--- src/rtl/differentiator.sv ---
// differentiator: streaming y[n] = x[n] - x[n-DELAY] mod 2^WIDTH with valid/ready on both sides
module differentiator #(
  parameter int WIDTH = 10,
  parameter int DELAY = 1
) (
  input  logic             system1000,
  input  logic             system1000_rst,
  input  logic             clear,
  input  logic [WIDTH-1:0] input_0,
  input  logic             in_valid,
  output logic             in_ready,
  output logic [WIDTH-1:0] output_0,
  output logic             out_valid,
  input  logic             out_ready,
  output logic             primed
);
  localparam int PW = DELAY > 1 ? $clog2(DELAY) : 1;
  localparam int FW = $clog2(DELAY + 1);
  typedef enum logic [1:0] {EMPTY, FILLING, PRIMED} state_t;
  state_t state, state_next;
  logic [WIDTH-1:0] hist [DELAY];
  logic [PW-1:0] ptr;
  logic [FW-1:0] fill;
  logic accept;
  assign in_ready = !system1000_rst && !clear && (!out_valid || out_ready);
  assign accept = in_valid && in_ready;
  assign primed = state == PRIMED;
  always_comb begin
    state_next = state;
    if (clear) state_next = EMPTY;
    else if (accept && state != PRIMED) state_next = fill == FW'(DELAY - 1) ? PRIMED : FILLING;
  end
  always_ff @(posedge system1000 or posedge system1000_rst)
    if (system1000_rst) state <= EMPTY;
    else state <= state_next;
  always_ff @(posedge system1000 or posedge system1000_rst)
    if (system1000_rst) begin
      output_0 <= '0;
      out_valid <= 1'b0;
      ptr <= '0;
      fill <= '0;
      for (int i = 0; i < DELAY; i++) hist[i] <= '0;
    end else if (clear) begin
      out_valid <= 1'b0;
      ptr <= '0;
      fill <= '0;
      for (int i = 0; i < DELAY; i++) hist[i] <= '0;
    end else if (accept) begin
      output_0 <= input_0 - hist[ptr];
      hist[ptr] <= input_0;
      ptr <= ptr == PW'(DELAY - 1) ? '0 : ptr + 1'b1;
      fill <= primed ? fill : fill + 1'b1;
      out_valid <= 1'b1;
    end else if (out_ready) out_valid <= 1'b0;
endmodule

--- config.mk ---
export PLATFORM = sky130hd
export DESIGN_NAME = differentiator
export DESIGN_NICKNAME = d
export VERILOG_FILES = /design/src/rtl/differentiator.sv
export SDC_FILE = /design/constraint.sdc
export NUM_CORES = 1
export LEC_CHECK = 0
export ABC_CLOCK_PERIOD_IN_PS = 2500
export BUFFER_PORTS_ARGS = -buffer_cell sky130_fd_sc_hd__buf_2
export CAP_MARGIN = 30
export CORE_MARGIN = 3
export CORE_UTILIZATION = 53
export DETAILED_ROUTE_END_ITERATION = 7
export GPL_ROUTABILITY_DRIVEN = 0
export PLACE_DENSITY_LB_ADDON = 0.3
export SYNTH_ARGS = -nofsm -noshare
export SYNTH_HDL_FRONTEND = slang
export SYNTH_SLANG_ARGS = --single-unit
--- constraint.sdc ---
create_clock -name system1000 -period 2.5 [get_ports system1000]
set_input_delay 0.5 -clock system1000 [delete_from_list [all_inputs] [get_ports system1000]]
set_output_delay 0.5 -clock system1000 [all_outputs]
set_load 0.02 [all_outputs]
# Yosys cells after proc, flatten, opt, wreduce, memory -nomap -nowiden
# Index checks and enable logic that the tools add are counted.
totals:
  register_bits: 25
  inputBits: 15
  output_inout_bits: 13
classes:
  add_sub_neg: 3
  order_cmp: 2
  eq_ne: 3
  muxes: 17
  bitwise: 1
  reduce_logical: 14
ops:
  columns: ["cell", "n"]
  rows:
  - ["10-bit two-way mux", 4]
  - ["10-bit bitwise mux", 1]
  - ["10-bit subtractor", 1]
  - ["1-bit two-way mux", 9]
  - ["2-bit two-way mux", 3]
  - ["1-bit logical AND", 5]
  - ["2-bit inequality test (second input constant)", 2]
  - ["2-bit AND reduction", 2]
  - ["2-bit nonzero test", 2]
  - ["1-bit zero test", 3]
  - ["3-bit nonzero test", 1]
  - ["1-bit adder (second input constant)", 2]
  - ["2-bit equality test (second input constant)", 1]
  - ["1-bit >= comparator (second input constant)", 1]
  - ["1-bit logical OR", 1]
  - ["1-bit less-than comparator (second input constant)", 1]
  - ["1-bit NOT", 1]

# Depth between registers and ports, before layout
# Gate-level depths: netlist (run 1).
logic_depth:
  ltp_word: 7
  depth_mapped: 9
  depth_no_buf: 9

# Worst setup path before layout (run 1)
# OpenSTA, ideal clock, no wires.
synth_timing:
  kind: "input-to-reg"
  start: "input port input_0[0]"
  end: "register output_0[8]"
  setup_ps: 132
  t_arrival_ps: 1947
  t_required_ps: 2368
  path_slack_ps: 421
  path_stages: 9
  path_cell_list: "inv_1 -> ha_1 -> inv_1 -> fa_1 -> a211oi_1 -> o211ai_1 -> a31oi_1 -> xor2_1 -> o21ai_1"
synth_via:
  elab_chain_cells: 1
synth_lines:
  columns: ["item", "line", "source"]
  rows:
  - ["start: declaration", "9", "input logic [WIDTH-1:0] input_0,"]
  - ["10-bit subtractor", "49", "output_0 <= input_0 - hist[ptr];"]
  - ["end signal: assignment", "49", null]
  - ["end: declaration", "12", "output logic [WIDTH-1:0] output_0,"]
# No other way between the ends.
# A chain may end at the register's enable or synchronous reset.

# Final worst setup path (run 1)
layout_timing:
  start: "register hist[0] (netlist name)"
  end: "register output_0[8]"
layout_via:
  elab_chain_cells: 2
layout_lines:
  columns: ["item", "line", "source"]
  rows:
  - ["start: declaration", "21", "logic [WIDTH-1:0] hist [DELAY];"]
  - ["start signal: indexed assignment", "50", "hist[ptr] <= input_0;"]
  - ["10-bit two-way mux (implied by the code)", "49", null]
  - ["10-bit subtractor", "49", null]
# No other way between the ends. The select of a mux whose other input is x is not followed.

==> impl_results.md, run 1 <==
- Outcome: finished, final reports clean
- Final TNS setup: 0 ns
- Maximum vdd ir drop: 0.4338 mV
- Vias in the first global route: roughly 1,100
- Dominant combinational cell family by area after synthesis: compound AO/OA/AOI/OAI gates
- Synthesized-area fraction occupied by xor and xnor cells: 0.03871
- TritonCTS Sinks: 24
- Post-layout minimum cycle time: 2.094 ns
- Clock tree from TritonCTS: done
- Worst min-delay path class: in -> async
- Switching power share of the total: 0.3375
- Max capacitance violation total: 0
- # resized after CTS: 0
- Total power density per cell area: 616.3 nW/um2
- Inserted Diodes: 0
- Net switching power: 0.3245 mW
- Proportion of layout cells with a drive suffix above 1: 0.2090
- Routed via count: around 1,100
- Power share of the combinational group: 0.305
- Number of nets in the layout: 203
- Pin count of the biggest net entering global routing: 25
- Category of the worst setup path launch point: flip-flop
- DRC violation total after the first TritonRoute iteration: 33
- Core area: 2318 um2
- Final ANT Viol Nets: 0
- Skew-Pair Late Insertion Delay: 0.32 ns
- Post-Synthesis Cells: approximately 150
- Reg power frac: 0.482
- Average wire per cell in the routed design: 13.31 um
- Most used flip-flop cell after synthesis: dfrtp_1
- Asr flop ratio synth: 1.000
- Sequential area share after synthesis: 0.4424
- Share of the cycle needed by the critical path after routing: 0.8374
- Floorplan die area: 3205 um2
- Vias per Instance: 5.517
- #FFs+latches synth: 24
- First-pass GRT wire length: 4809 um
- Arrival time of data at the critical path endpoint: between 2 and 2.5 ns
- Cell type with the largest total area after synthesis: dfrtp_1
- Clock share of power: 0.214
- Fraction of the mapped netlist area in adder cells: 0.09770
- Cell leakage power: 0.7803 nW
- FMAX: 0.4776 GHz
- Setup Viol. Count Final: 0
- Netlist Area Pre-Place: 1358 um2
- Ranking of synthesized cells by area: dfrtp_1 44%, ha_1 8.3%, nand2_1 6.9%, o31ai_1 5.5%, inv_1 3.6%
- Design internal power: 0.6370 mW
- First element of the critical path: hist[0]
- Number of primary I/O pins: 28
- Critical path type: reg -> reg
- Number of synthesized flops with an enable pin: 0
- Cell variety after synth: 30
- Number of cells in the finished layout apart from fillers: 205
- Tightest Pin Transition: 0.9013 ns
- Warning count from the yosys run: 0
- Count of input and output buffers: 27
- Most frequently used cell type in the post-synthesis netlist: nand2_1
- Maximum level of the CTS H-tree: 1
- Number of buffers added for setup after CTS: 0
- Fillers: 193
- List of cells traversed by the critical path: ha_1, inv_1, fa_1, a211oi_1, o211ai_1, a31oi_1, xor2_1, o21ai_1
- Antenna violations before repair: 0
- Area share of the largest cell type after synthesis: 0.4424
- Number of placed instances with taps included: 201
- Die Ht: 56.61 um
- Post-synthesis average cell area: 9.111 um2
- Longest Clk Path Bufs: 2
- Cell with the largest stage delay on the worst path: fa_1
- Peak per-stage delay on the critical path: 0.42 ns
- Cts bufs inserted: 3
- Effective utilization at floorplan: 0.5855
- Utilization after layout: 0.6730
- Worst-path maximum fanout: 3
- Hold violation total from the final report: 0
- Overall track demand over capacity in global routing: 0.1898
- Horizontal die dimension: about 57 um
- Synth Area in Compound Gates: 0.2065
- Total wirelength of the detailed-routed design: roughly 2700 um
- RSZ-0062 raised after global routing: false
- Global route total overflow: 0
- Startpoint of the lowest-slack register-to-register path: hist[0]
- Clock-pin slew of the registers on the worst-case setup and hold paths: 0.13 ns
- Drt pass-1 iters: 4
- Number of remaining DRC errors: 0
- Post-Synthesis Net Count: 174
- Area growth from synthesis to final layout: 14.93%
- Most frequent cells after synthesis: 25 x nand2_1, 24 x dfrtp_1, 13 x inv_1
- Post-Synth Simple-Gate Area: 0.1567
- Detailed placement HPWL: around 2000 um
- Slew Limit Fails: 0
- Skew final: approximately 0.0066 ns
- CTS root buffer: clkbuf_4
- Sort of element at the end of the critical path: flip-flop
- CTS Hold Bufs: 0
- Max transition margin: 0.3985
- Data required time of the critical path: 2.71 ns
- Fraction of synthesized area in multiplexers: 0.008295
- Number of placement rows: 17
metrics by stage:
stage          power (mW)  setup WS [ns]  hold WS [ns]  area [um2]
3_3_place_gp       0.7542         0.2160        0.4529        1524
4_1_cts            0.9688         0.4020        0.3841        1560
5_1_grt             1.019         0.3034        0.3889        1560
3_5_place_dp       0.7648        0.08504        0.4663        1524
6_report           0.9615         0.4064        0.3595        1560
2_1_floorplan      0.6709         0.4209        0.4509        1358
power groups by stage:
stage          clock network (mW)  registers (mW)  logic, mW
6_report                    0.205           0.463      0.293
5_1_grt                     0.224           0.470      0.325
4_1_cts                     0.211           0.463      0.294
3_5_place_dp                    0           0.472      0.293
3_3_place_gp                    0           0.469      0.285
2_1_floorplan                   0           0.521      0.150
cell type report:
class | instances | area, um2 | share of cell area
repair buffers | 29 | 150.1 | 0.09623
flip-flops and latches | 24 | 600.6 | 0.3849
multi-input cells | 107 | 689.4 | 0.4419
inverters | 13 | 48.80 | 0.03127
clock buffers | 4 | 36.28 | 0.02326
well taps | 28 | 35.03 | 0.02245
critical path, delay by kind of cell (launching register included):
| kind | cells | cell delay [ns] |
|---|---|---|
| AO/OA/AOI/OAI | 4 | 0.78 |
| XOR/XNOR | 1 | 0.16 |
| adder cells (fa/ha/maj) | 2 | 0.60 |
| buffers and inverters | 1 | 0.07 |
| flip-flops | 1 | 0.37 |
state kept, by name (all words and copies together) (netlist names):
register / flops
fill: 1
out_valid: 1
state: 2
hist: 10
output_0: 10
kinds of logic (layout without fill, tap and decap cells):
family                     Yosys count  in the layout
adders and majority gates           10             10
AOI/OAI and AO/OA                   43             43
and+or+nand+nor                     47             47
buffers and inverters               18             46
muxes                                1              1
DFF                                 24             24
xor gates and xnor gates             6              6
layout by cell type (no fill, tap or decap), types with 3 or more instances in the layout:
master	count
nor2_1	6
a21oi_1	5
inv_1	13
ha_1	9
clkbuf_4	3
o21ai_0	7
dfrtp_1	24
buf_2	27
nand2b_1	5
o21ai_1	8
nor3_1	3
xor2_1	5
nand2_1	25
o31ai_1	10
layer usage:
layer,track usage,wire length (um),up-vias
met5,0,0,-
met4,0.08136,51,0
met3,0.03218,161,5
li1,-,-,567
met1,0.2563,1304,526
met2,0.2987,1211,33
final timing paths:
| path | endpoint | slack (ns) | cells past startpoint |
|---|---|---|---|
| worst max register to register | output_0[8] | 0.41 | 8 |
| max in group asynchronous | hist[9] | 1.59 | 2 |
| min in group system1000 | hist[2] | 0.39 | 3 |
| worst min-delay path | output_0[4] | 0.36 | 2 |
| worst max-delay path | output_0[8] | 0.41 | 8 |
| worst min register to register | output_0[7] | 0.49 | 2 |
No activity file was read; power rests on OpenSTA's default activity.
==> run 2: changes to the inputs <==
--- a/config.mk
+++ b/config.mk
@@ -5,7 +5,7 @@
 export SDC_FILE = /design/constraint.sdc
 export NUM_CORES = 1
 export LEC_CHECK = 0
-export ABC_CLOCK_PERIOD_IN_PS = 2500
+export ABC_CLOCK_PERIOD_IN_PS = 1950
 export BUFFER_PORTS_ARGS = -buffer_cell sky130_fd_sc_hd__buf_2
 export CAP_MARGIN = 30
 export CORE_MARGIN = 3
==> constraint.sdc (replaced) <==
create_clock -name system1000 -period 1.95 [get_ports system1000]
set_input_delay 0.39 -clock system1000 [delete_from_list [all_inputs] [get_ports system1000]]
set_output_delay 0.39 -clock system1000 [all_outputs]
set_load 0.02 [all_outputs]
==> impl_results.md, run 2 (synthesis results as in run 1) <==
- Outcome: finished, final reports clean (unchanged)
- Worst-path maximum fanout: 3 (unchanged)
- Horizontal die dimension: 56.61 um (unchanged)
- Vias in the first global route: 1,210 (was 1,103)
- Category of the worst setup path launch point: flip-flop (unchanged)
- CTS Hold Bufs: 0 (unchanged)
- Pin count of the biggest net entering global routing: 25 (unchanged)
- FMAX: 0.5269 GHz (was 0.4776 GHz)
- Final ANT Viol Nets: 0 (unchanged)
- Number of placement rows: 17 (unchanged)
- Setup Viol. Count Final: 0 (unchanged)
- Effective utilization at floorplan: 0.5855 (unchanged)
- Cell leakage power: 0.8571 nW (was 0.7803 nW)
- Sort of element at the end of the critical path: flip-flop (unchanged)
- Pre-CTS setup slack: -0.2655 ns (was 0.08504 ns)
- Slew Limit Fails: 0 (unchanged)
- Core area: 2318 um2 (unchanged)
- Longest Clk Path Bufs: 2 (unchanged)
- Die Ht: 56.61 um (unchanged)
- FF/Latch Area: 600.6 um2 (unchanged)
- Area growth from synthesis to final layout: 24.98% (was 14.93%)
- Drt pass-1 iters: 4 (unchanged)
- Total wirelength of the detailed-routed design: 3075 um (was 2729 um)
- Clock tree from TritonCTS: done (unchanged)
- Overall track demand over capacity in global routing: 0.2136 (was 0.1898)
- Worst min-delay path class: in -> async (unchanged)
- Maximum vdd ir drop: 0.4707 mV (was 0.4338 mV)
- Antenna violations before repair: 0 (unchanged)
- Average wire per cell in the routed design: 13.91 um (was 13.31 um)
- Cts bufs inserted: 3 (unchanged)
- Number of nets in the layout: 219 (was 203)
- Total power density per cell area: 759.7 nW/um2 (was 616.3 nW/um2)
- Arrival time of data at the critical path endpoint: 2.11 ns (was 2.31 ns)
- TritonCTS Sinks: 24 (unchanged)
- Detailed placement HPWL: 2327 um (was 2035 um)
- Registers with the highest flip-flop counts: hist (10), output_0 (10), state (2) (unchanged)
- Inserted Diodes: 0 (unchanged)
- Hold violation total from the final report: 0 (unchanged)
- Maximum level of the CTS H-tree: 1 (unchanged)
- Tightest Pin Transition: 0.3064 ns (was 0.9013 ns)
- Proportion of layout cells with a drive suffix above 1: 0.3005 (was 0.2090)
- Floorplan die area: 3205 um2 (unchanged)
- DRC violation total after the first TritonRoute iteration: 20 (was 33)
- RSZ-0062 raised after global routing: true (was false)
- Fillers: 185 (was 193)
- Data required time of the critical path: 2.16 ns (was 2.71 ns)
- Most frequent standard cell in the layout excluding fill and tap cells: buf_2 (unchanged)
- Routed via count: 1,208 (was 1,131)
- Number of primary I/O pins: 28 (unchanged)
- Skew-Pair Late Insertion Delay: 0.32 ns (about the same)
- Final WS setup: 0.05216 ns (was 0.4064 ns)
- Post-layout minimum cycle time: 1.898 ns (was 2.094 ns)
- Vias per Instance: 5.466 (was 5.517)
- Number of cells in the finished layout apart from fillers: 221 (was 205)
- Skew final: 0.01063 ns (was 0.006553 ns)
- Count of input and output buffers: 27 (unchanged)
- Multi-input combinational cell area: 705.7 um2 (was 689.4 um2)
- Number of placed instances with taps included: 215 (was 201)
- Global route total overflow: 0 (unchanged)
- Most frequent cells in the layout: 27 x buf_2, 25 x nand2_1, 24 x dfrtp_1, 18 x buf_4, 12 x inv_1 (was 27 x buf_2, 25 x nand2_1, 24 x dfrtp_1, 13 x inv_1, 10 x o31ai_1)
- Share of the cycle needed by the critical path after routing: 0.9733 (was 0.8374)
- CTS root buffer: clkbuf_4 (unchanged)
- Max capacitance violation total: 0 (unchanged)
- Clock-pin slew of the registers on the worst-case setup and hold paths: 0.14 ns (was 0.13 ns)
- Number of remaining DRC errors: 0 (unchanged)
- Critical path type: reg -> reg (unchanged)
- Max transition margin: 0.7957 (was 0.3985)
- First-pass GRT wire length: 5416 um (was 4809 um)
==> run 2: cell types whose count changed in the layout (fill, tap and decap cells not counted) <==
cell / previous run / this run
ha_2: 0 / 1
a211oi_1: 2 / 1
a211oi_2: 1 / 2
inv_1: 13 / 12
a31oi_1: 2 / 1
inv_2: 0 / 1
ha_1: 9 / 8
fa_2: 0 / 1
buf_4: 2 / 18
a31oi_2: 0 / 1
fa_1: 1 / 0
==> run 2: critical path, stage by stage (launching register included) <==
cell and delay (ns):
dfrtp_1 0.38, ha_2 0.19, inv_2 0.04, fa_2 0.35, a211oi_2 0.23, o211ai_1 0.13, a31oi_1 0.22, xor2_1 0.17
o21ai_1 0.07
==> run 2: timing repair <==
item | 4_1_cts | 5_1_grt
pin swaps | 1 | 4
setup buffers | 0 | 2
gates resized for setup | 1 | 3
setup endpoints to repair | 2 | 4
==> run 2: area by class of cell <==
class	instances	area share
Inverter	13	0.02876
Clock buffer	4	0.02139
Sequential cell	24	0.3540
Multi-Input combinational cell	107	0.4159
Tap cell	28	0.02065
Timing Repair Buffer	45	0.1593
==> run 2: report_power, final <==
| group | total [mW] | internal, mW | switching (mW) | leakage, nW |
|---|---|---|---|---|
| clock network | 0.267 | 0.114 | 0.153 | 0.0210 |
| registers | 0.595 | 0.563 | 0.0323 | 0.314 |
| logic | 0.427 | 0.174 | 0.253 | 0.522 |
==> run 2: stage by stage <==
stage | cell area (um2) | hold slack [ns] | setup TNS, ns | utilization | total power, mW
after floorplan | 1363 | 0.4046 | 0 | - | 0.8620
after global placement | 1634 | 0.4532 | -0.2894 | 0.7048 | 1.006
after detailed placement | 1634 | 0.4580 | -0.6529 | 0.7048 | 1.026
after CTS | 1673 | 0.1168 | 0 | 0.7215 | 1.287
after global routing | 1697 | 0.1264 | -0.02712 | 0.7318 | 1.379
final | 1697 | 0.1046 | 0 | 0.7318 | 1.289
==> run 2: path summary, 6_finish.rpt <==
check / startpoint / to / slack (ns) / cells past startpoint
max in group asynchronous: system1000_rst / hist[9] / 1.60 / 3
min in group system1000: input_0[2] / hist[2] / 0.27 / 3
min: system1000_rst / state[0] / 0.10 / 3
max: hist[0] / output_0[8] / 0.05 / 8
min reg2reg: output_0[1] / output_0[1] / 0.49 / 2
max reg2reg: hist[0] / output_0[8] / 0.05 / 8
==> run 2: per-layer routing <==
layer	global-route usage	vias up	wire length [um]
met5	0	-	0
met4	0.08475	0	82
met3	0.03908	12	149
met2	0.3647	32	1509
met1	0.2635	562	1333
li1	-	602	-
